## config.mk

```make
export PLATFORM = sky130hd
export DESIGN_NAME = bias_read_control
export DESIGN_NICKNAME = d
export VERILOG_FILES = /design/src/rtl/bias_pkg.sv /design/src/rtl/sync_word_fifo.sv /design/src/rtl/bias_read_control.sv
export SDC_FILE = /design/constraint.sdc
export NUM_CORES = 1
export LEC_CHECK = 0
export CAP_MARGIN = 20
export CORE_ASPECT_RATIO = 0.8
export CORE_MARGIN = 3
export CORE_UTILIZATION = 55
export DETAILED_ROUTE_END_ITERATION = 7
export GPL_ROUTABILITY_DRIVEN = 0
export PLACE_DENSITY = 0.81
export REMOVE_ABC_BUFFERS = 1
export SLEW_MARGIN = 20
export SYNTH_ARGS = -nofsm -noshare
export SYNTH_HDL_FRONTEND = slang
export SYNTH_SLANG_ARGS = --single-unit
```

## constraint.sdc

```tcl
create_clock -name clk -period 3.25 [get_ports clk]
set_input_delay 0.325 -clock clk [delete_from_list [all_inputs] [get_ports clk]]
set_output_delay 0.325 -clock clk [all_outputs]
set_load 0.02 [all_outputs]
```

## src/rtl/bias_pkg.sv

```systemverilog
// Shared definitions for the bias buffer reader.
//   - Fixed geometry of the bias path (PE count, bias width, buffer word and
//     address widths, word FIFO depth).
//   - WORDS_PER_BEAT: buffer words needed to build one X_PE-wide beat.
//   - state_e: reader FSM states.
//   - word_count(): number of buffer words a run of bias_num beats reads.
package bias_pkg;

    localparam int X_PE           = 16;
    localparam int BIAS_LEN       = 8;
    localparam int ADDR_LEN       = 9;
    localparam int DATA_LEN       = 64;
    localparam int FIFO_DEPTH     = 4;
    localparam int BEAT_LEN       = X_PE * BIAS_LEN;
    localparam int WORDS_PER_BEAT = BEAT_LEN / DATA_LEN;

    typedef enum logic [1:0] {
        IDLE,
        READ,
        DRAIN,
        DONE
    } state_e;

    // One extra bit so that bias_num * WORDS_PER_BEAT never overflows.
    function automatic logic [ADDR_LEN:0] word_count(input logic [ADDR_LEN-1:0] num);
        logic [ADDR_LEN:0] num_ext;
        num_ext = {1'b0, num};
        return num_ext * (ADDR_LEN+1)'(WORDS_PER_BEAT);
    endfunction

endpackage

```

## src/rtl/sync_word_fifo.sv

```systemverilog
// Small synchronous word FIFO with first-word fall-through.
// Ports:
//   clk, rst_n  clock and asynchronous active-low reset
//   push        write push_data this cycle (caller guarantees not full)
//   push_data   word to write
//   pop         consume pop_data this cycle (caller guarantees not empty)
//   pop_data    oldest stored word, valid whenever count != 0
//   count       number of stored words, 0..DEPTH
// DEPTH must be a power of two so the pointers wrap naturally.
module sync_word_fifo #(
    parameter int DEPTH = 4,
    parameter int WIDTH = 64
) (
    input  logic                   clk,
    input  logic                   rst_n,
    input  logic                   push,
    input  logic [WIDTH-1:0]       push_data,
    input  logic                   pop,
    output logic [WIDTH-1:0]       pop_data,
    output logic [$clog2(DEPTH):0] count
);

    localparam int PTR_W = $clog2(DEPTH);

    logic [WIDTH-1:0] mem_q [DEPTH];
    logic [PTR_W-1:0] wr_ptr_q, wr_ptr_d;
    logic [PTR_W-1:0] rd_ptr_q, rd_ptr_d;
    logic [PTR_W:0]   count_q, count_d;

    // NOTE: every signal gets a default before the ifs so no path leaves it unassigned (no latch).
    always_comb begin
        wr_ptr_d = wr_ptr_q;
        rd_ptr_d = rd_ptr_q;
        count_d  = count_q;
        if (push) wr_ptr_d = wr_ptr_q + PTR_W'(1);
        if (pop)  rd_ptr_d = rd_ptr_q + PTR_W'(1);
        case ({push, pop})
            2'b10:   count_d = count_q + (PTR_W+1)'(1);
            2'b01:   count_d = count_q - (PTR_W+1)'(1);
            default: count_d = count_q;
        endcase
    end

    // NOTE: non-blocking assignments for all flops so every register sees pre-edge values.
    always_ff @(posedge clk or negedge rst_n) begin
        if (!rst_n) begin
            wr_ptr_q <= '0;
            rd_ptr_q <= '0;
            count_q  <= '0;
        end else begin
            wr_ptr_q <= wr_ptr_d;
            rd_ptr_q <= rd_ptr_d;
            count_q  <= count_d;
        end
    end

    // NOTE: storage is not reset; clearing the pointers and count is enough to empty the FIFO.
    always_ff @(posedge clk) begin
        if (push) mem_q[wr_ptr_q] <= push_data;
    end

    assign pop_data = mem_q[rd_ptr_q];
    assign count    = count_q;

endmodule

```

## src/rtl/bias_read_control.sv

```systemverilog
// Reader side of the bias buffer. On an accepted conf pulse it reads
// bias_num * WORDS_PER_BEAT consecutive buffer words starting at bb_st_addr
// (wrapping at the top of the address space), packs each group of
// WORDS_PER_BEAT words into an X_PE-bias beat and hands the beats to the PE
// array over a valid/ready handshake.
// Ports:
//   clk, rst_n          clock, asynchronous active-low reset
//   conf                start pulse, sampled only in IDLE
//   bias_num            beats to deliver, latched on accepted conf
//   bb_st_addr          first buffer word address, latched on accepted conf
//   bb_rd_en/_addr      buffer read request
//   bb_rd_data          buffer read data, one cycle after bb_rd_en
//   bias_out/_valid     assembled beat; first word read sits in the low bits
//   bias_ready          consumer accepts on bias_valid && bias_ready
//   busy                high in READ and DRAIN
//   done                one-cycle completion pulse
module bias_read_control
    import bias_pkg::*;
(
    input  logic                clk,
    input  logic                rst_n,
    input  logic                conf,
    input  logic [ADDR_LEN-1:0] bias_num,
    input  logic [ADDR_LEN-1:0] bb_st_addr,
    output logic                bb_rd_en,
    output logic [ADDR_LEN-1:0] bb_rd_addr,
    input  logic [DATA_LEN-1:0] bb_rd_data,
    output logic [BEAT_LEN-1:0] bias_out,
    output logic                bias_valid,
    input  logic                bias_ready,
    output logic                busy,
    output logic                done
);

    localparam int CNT_W = $clog2(FIFO_DEPTH) + 1;
    localparam int IDX_W = (WORDS_PER_BEAT > 1) ? $clog2(WORDS_PER_BEAT) : 1;

    state_e              state_q, state_d;
    logic [ADDR_LEN-1:0] addr_q, addr_d;
    logic [ADDR_LEN:0]   words_left_q, words_left_d;
    logic [ADDR_LEN:0]   beats_left_q, beats_left_d;
    logic                inflight_q;

    logic [CNT_W-1:0]    fifo_count;
    logic [DATA_LEN-1:0] fifo_data;
    logic                fifo_pop;

    logic [BEAT_LEN-1:0] beat_q, beat_d;
    logic [IDX_W-1:0]    word_idx_q, word_idx_d;
    logic                valid_q, valid_d;

    logic                rd_issue;
    logic                handshake;

    // Credit check: words already stored plus the one still returning must
    // leave room for the word requested now, so the FIFO can never overflow.
    assign rd_issue  = (state_q == READ) &&
                       ((fifo_count + CNT_W'(inflight_q)) < CNT_W'(FIFO_DEPTH));
    assign handshake = valid_q && bias_ready;

    // ---------------- FSM: state register ----------------
    always_ff @(posedge clk or negedge rst_n) begin
        if (!rst_n) state_q <= IDLE;
        else        state_q <= state_d;
    end

    // ---------------- FSM: next state and run counters ----------------
    always_comb begin
        state_d      = state_q;
        addr_d       = addr_q;
        words_left_d = words_left_q;
        beats_left_d = beats_left_q;

        if (handshake) beats_left_d = beats_left_q - (ADDR_LEN+1)'(1);

        case (state_q)
            IDLE: begin
                if (conf) begin
                    addr_d       = bb_st_addr;
                    words_left_d = word_count(bias_num);
                    beats_left_d = {1'b0, bias_num};
                    state_d      = (bias_num == '0) ? DONE : READ;
                end
            end
            READ: begin
                if (rd_issue) begin
                    addr_d       = addr_q + ADDR_LEN'(1);
                    words_left_d = words_left_q - (ADDR_LEN+1)'(1);
                    if (words_left_q == (ADDR_LEN+1)'(1)) state_d = DRAIN;
                end
            end
            DRAIN: begin
                if (handshake && beats_left_q == (ADDR_LEN+1)'(1)) state_d = DONE;
            end
            DONE:    state_d = IDLE;
            default: state_d = IDLE;
        endcase
    end

    // ---------------- FSM: outputs ----------------
    always_comb begin
        bb_rd_en   = rd_issue;
        bb_rd_addr = rd_issue ? addr_q : '0;
        busy       = (state_q == READ) || (state_q == DRAIN);
        done       = (state_q == DONE);
    end

    // ---------------- Word FIFO ----------------
    // inflight_q marks the cycle in which bb_rd_data carries a requested word.
    sync_word_fifo #(
        .DEPTH (FIFO_DEPTH),
        .WIDTH (DATA_LEN)
    ) u_fifo (
        .clk       (clk),
        .rst_n     (rst_n),
        .push      (inflight_q),
        .push_data (bb_rd_data),
        .pop       (fifo_pop),
        .pop_data  (fifo_data),
        .count     (fifo_count)
    );

    // ---------------- Beat assembler ----------------
    // A word may be loaded only when the beat register is free or its beat is
    // being accepted this cycle; that keeps bias_out stable while stalled.
    assign fifo_pop = (fifo_count != '0) && (!valid_q || bias_ready);

    always_comb begin
        beat_d     = beat_q;
        word_idx_d = word_idx_q;
        valid_d    = valid_q;
        if (handshake) valid_d = 1'b0;
        if (fifo_pop) begin
            beat_d[word_idx_q*DATA_LEN +: DATA_LEN] = fifo_data;
            if (word_idx_q == IDX_W'(WORDS_PER_BEAT - 1)) begin
                word_idx_d = '0;
                valid_d    = 1'b1;
            end else begin
                word_idx_d = word_idx_q + IDX_W'(1);
            end
        end
    end

    always_ff @(posedge clk or negedge rst_n) begin
        if (!rst_n) begin
            addr_q       <= '0;
            words_left_q <= '0;
            beats_left_q <= '0;
            inflight_q   <= 1'b0;
            beat_q       <= '0;
            word_idx_q   <= '0;
            valid_q      <= 1'b0;
        end else begin
            addr_q       <= addr_d;
            words_left_q <= words_left_d;
            beats_left_q <= beats_left_d;
            inflight_q   <= rd_issue;
            beat_q       <= beat_d;
            word_idx_q   <= word_idx_d;
            valid_q      <= valid_d;
        end
    end

    assign bias_out   = beat_q;
    assign bias_valid = valid_q;

endmodule

```

==> flow_results.org, run 1 <==
** Drt
- Post-route antenna net violation count :: 0
- Post-detailed-route DRC marker count :: 0
- Summing over every cut layer, the via total after detailed routing is 8898.
- Detailed-route vias per instance :: 5.64
- The final layout contains routed wiring with a total length of ~34 mm.
- After the first detailed-routing iteration, the DRC count stood at 717.
- After detailed routing, the average wire length per cell comes to 21.5 um.
- Drt first pass iters :: 7

** Worst setup path
- Kind of launch point of the worst setup path :: register
- STA puts the critical path data required time at 2.92 ns.
- Of all nets on the critical path, the largest fanout is 47.
- Classification of the worst setup path :: reg2out
- In this run the register-to-register setup slack is 0.97 ns.
- STA puts the critical path data arrival time at 2.52 ns.
- CP endpoint kind :: output port

** Synthesis
- Cell count after synthesis :: 900
- Averaged over all synthesized cells, the footprint is 18.4 sq um.
- Of all cell types, the one taking the most synthesized area is sky130_fd_sc_hd__edfxtp_1.
- In the synthesized netlist the dominant register cell turns out to be sky130_fd_sc_hd__edfxtp_1.
- Distinct cell type count of the synthesized netlist :: 51
- In the synthesized netlist the async set-or-reset flop fraction comes to about two fifths.
- Yosys printed 0 warnings.
- For this run, the register share of the synthesized area comes to a little under three quarters.
- Summed over its instances, the top area cell type makes up ~46% of the synthesized netlist area.
- Yosys mapped a number of flops with a built-in enable equal to 256.
- In the post-synthesis netlist, the biggest area contributors are sky130_fd_sc_hd__edfxtp_1, sky130_fd_sc_hd__dfrtp_1, sky130_fd_sc_hd__mux4_2, sky130_fd_sc_hd__mux2_2, sky130_fd_sc_hd__mux2_1.
- Cell area after synthesis :: 16600 sq um
- Counting flops and latches in the post-synthesis netlist gives 425.

** Final layout
- 0 antenna diodes ended up in the layout.
- Area growth from synthesis to final layout :: 24.3%
- At the end of the flow, the number of nets in the layout was 1243.
- After routing the design area is 20600 sq um.
- Once layout is complete, the utilization of the core stands at 69.7%.
- Cells with a size suffix above 1 make up roughly 22% of the layout.

** Power and ir drop
- Power Dens Cells :: 1050 nW/um^2
- Summed over all cells, the static leakage comes to about 7.5 nW.
- Worst voltage drop across the vdd grid :: 0.827 mV

** Timing
- Final setup violation count :: 0
- Timing would allow up to 0.352 GHz.
- Setup WS post-layout :: between 0.4 and 0.5 ns
- Crit share post-route :: 87.5%
- The number of hold-slack violations in the final timing report is 0.
- The worst pin sits at a relative slew slack of 31.8%.
- Pins Over Slew Limit :: 0
- Fin Clk Skew :: between 0.01 and 0.015 ns
- The clock period could shrink to 2.84 ns.
- Setup repair after global routing left no endpoint under its margin.
- Worst Tran Pin Value :: around 1.0 ns

** Placement
- Post-place setup slack :: 0.812 ns
- Buffers placed on the I/O ports in this run total 226.
- Total half-perimeter wirelength after legalization and detailed placement :: between 20 and 25 mm
- In this run the cell area measured after placement is approximately 19000 sq um.

** Floorplan
- The die is 200 um wide.
- Measured along the y axis, the die boundary spans 161 um.
- Number of standard-cell rows in the floorplan :: 56
- Pin placement for this block handled 227 I/O pins.
- Placeable core region :: around 29000 sq um
- Die area :: 32200 sq um
- Initial standard-cell utilization of the core :: 56.1%

** Clock tree
- TritonCTS built the clock tree.
- Total of cells resized after clock tree synthesis :: 0
- Clock-pin slew was measured on the worst setup and hold paths at ~0.070 ns.
- Counting the buffers created by CTS gives 40.
- The clock tree synthesis step divided the H-tree into 2 levels.
- Clk Latency, worst-skew pair :: 0.52 ns
- No sink is reached through more buffers than the 3 on the longest clock path.
- CTS sink cnt :: 425
- The tree is rooted in a sky130_fd_sc_hd__clkbuf_16.

** Worst hold path
- Type of the tightest min-delay check :: in2async

** Flow run
- Max-cap violations in this run came to 0.

** Global routing
- Pin count of the biggest net entering global routing :: 80
- Number of antenna violations at the first check in global routing :: 5
- The number of global-route vias before repair was approximately 9400.
- For this run, the total global-route usage over all layers was measured as 21.9%.
- Global routing finished with a remaining overflow of 0.
- First-pass GRT wire length :: between 50 and 60 mm

** Outcome
- Status :: finished clean
## cell type report
type	count	area (sq um)
repair buffers	242	2470
multi-input cells	417	4350
clock inverters	23	208
well taps	406	508
clock buffers	50	1060
fillers	1874	8920
flip-flops and latches	425	11900
inverters	15	56.3
## final timing paths
kind / to / start / cells after the start
setup / recovery: bb_rd_addr[0] / state_q[1]$_DFFE_PN0P_ / 5
hold / removal: state_q[1]$_DFFE_PN0P_ / rst_n / 2
setup reg to reg: state_q[0]$_DFFE_PN0P_ / state_q[0]$_DFFE_PN0P_ / 7
hold reg to reg: bias_out[32]$_DFFE_PN0P_ / bias_out[32]$_DFFE_PN0P_ / 1
max in group asynchronous: bias_out[84]$_DFFE_PN0P_ / rst_n / 3
min in group clk: u_fifo.mem_q[3][50]$_DFFE_PP_ / bb_rd_data[50] / 1
## report_power, final
part	total, mW	switching (mW)	internal, mW
Clock	4.50	1.93	2.57
Combinational	8.56	4.22	4.35
Sequential	8.47	1.06	7.41
## repair_timing
item,CTS,global route
setup endpoints to repair,0,0
hold buffers,1,0
hold endpoints to repair,76,0
buffers inserted,0,0
## flip-flops by register name (all words and copies together), names as in the netlist
| name | flops |
|---|---|
| addr_q | 9 |
| beats_left_q | 10 |
| bias_out | 128 |
| bias_valid | 1 |
| inflight_q | 1 |
| state_q | 2 |
| u_fifo.count | 3 |
| u_fifo.mem_q | 256 |
| u_fifo.rd_ptr_q | 2 |
| u_fifo.wr_ptr_q | 2 |
| word_idx_q | 1 |
| words_left_q | 10 |
## per-layer routing
metal / part of all wire (%) / GRT usage (%) / vias up
met5: 0.21 / 0 / -
met4: 2.2 / 5.04 / 10
met3: 6.6 / 5.23 / 70
met2: 47 / 34.1 / 292
met1: 44 / 31.9 / 4561
li1: - / - / 3965
## cells in the mapped netlist, types with 10 or more instances
library cell / n
sky130_fd_sc_hd__mux4_2: 64
sky130_fd_sc_hd__edfxtp_1: 256
sky130_fd_sc_hd__dfrtp_1: 169
sky130_fd_sc_hd__nand2_1: 28
sky130_fd_sc_hd__o22ai_1: 10
sky130_fd_sc_hd__and3_1: 10
sky130_fd_sc_hd__ha_1: 15
sky130_fd_sc_hd__mux2_1: 19
sky130_fd_sc_hd__mux2_2: 109
sky130_fd_sc_hd__o21ai_0: 14
sky130_fd_sc_hd__a21oi_1: 30
sky130_fd_sc_hd__clkbuf_1: 16
sky130_fd_sc_hd__inv_1: 15
sky130_fd_sc_hd__nor2_1: 26
sky130_fd_sc_hd__buf_2: 10
## worst max-delay path, stage by stage, from the launching register on
cell and delay [ns]:
sky130_fd_sc_hd__dfrtp_1 0.40, sky130_fd_sc_hd__inv_1 0.12, sky130_fd_sc_hd__ha_1 0.21, sky130_fd_sc_hd__buf_4 0.40
sky130_fd_sc_hd__and3_1 0.24, sky130_fd_sc_hd__clkdlybuf4s50_1 0.60
## through the flow
stage	std cells	power (mW)	hold slack, ns	setup TNS (ns)
final	1578	21.5	0.395	0
after global routing	1578	22.7	0.424	0
after CTS	1578	21.7	0.412	0
after detailed placement	1504	17.2	0.422	0
after global placement	1504	16.9	0.409	0
after floorplan	857	13.7	0.0294	-90.14
## placed cells by master, fill, tap and decap left out, types with 10 or more instances in the layout
cell type	count
sky130_fd_sc_hd__clkdlybuf4s50_1	225
sky130_fd_sc_hd__clkbuf_16	40
sky130_fd_sc_hd__nor2_1	26
sky130_fd_sc_hd__ha_1	15
sky130_fd_sc_hd__dfrtp_1	167
sky130_fd_sc_hd__a21oi_1	30
sky130_fd_sc_hd__mux2_2	109
sky130_fd_sc_hd__o22ai_1	10
sky130_fd_sc_hd__mux2_1	19
sky130_fd_sc_hd__inv_1	15
sky130_fd_sc_hd__and3_1	10
sky130_fd_sc_hd__mux4_2	64
sky130_fd_sc_hd__nand2_1	27
sky130_fd_sc_hd__o21ai_0	14
sky130_fd_sc_hd__edfxtp_1	256
## logic make-up (layout without fill, tap and decap cells)
kind of cell    count (synthesis)  in the layout  synth area share, %
flops                         425            425                 72.0
mux                           201            201                 18.0
simple gates                  112            112                 3.42
compound gates                 71             71                 2.52
buf+inv                        58            330                 1.91
xor+xnor                       17             17                0.945
fa+ha+maj                      16             16                 1.25
No activity file was read; power rests on OpenSTA's default activity.
==> run 2, diff against run 1 <==
GPL_ROUTABILITY_DRIVEN = 1   (was 0)
==> results of run 2 <==
The final DEF is identical to that of run 1; final timing and power are the same.
==> run 3, diff against run 2 <==
ABC_CLOCK_PERIOD_IN_PS = 3250   (was unset)
==> results of run 3 <==
The final DEF is identical to that of run 1; final timing and power are the same.
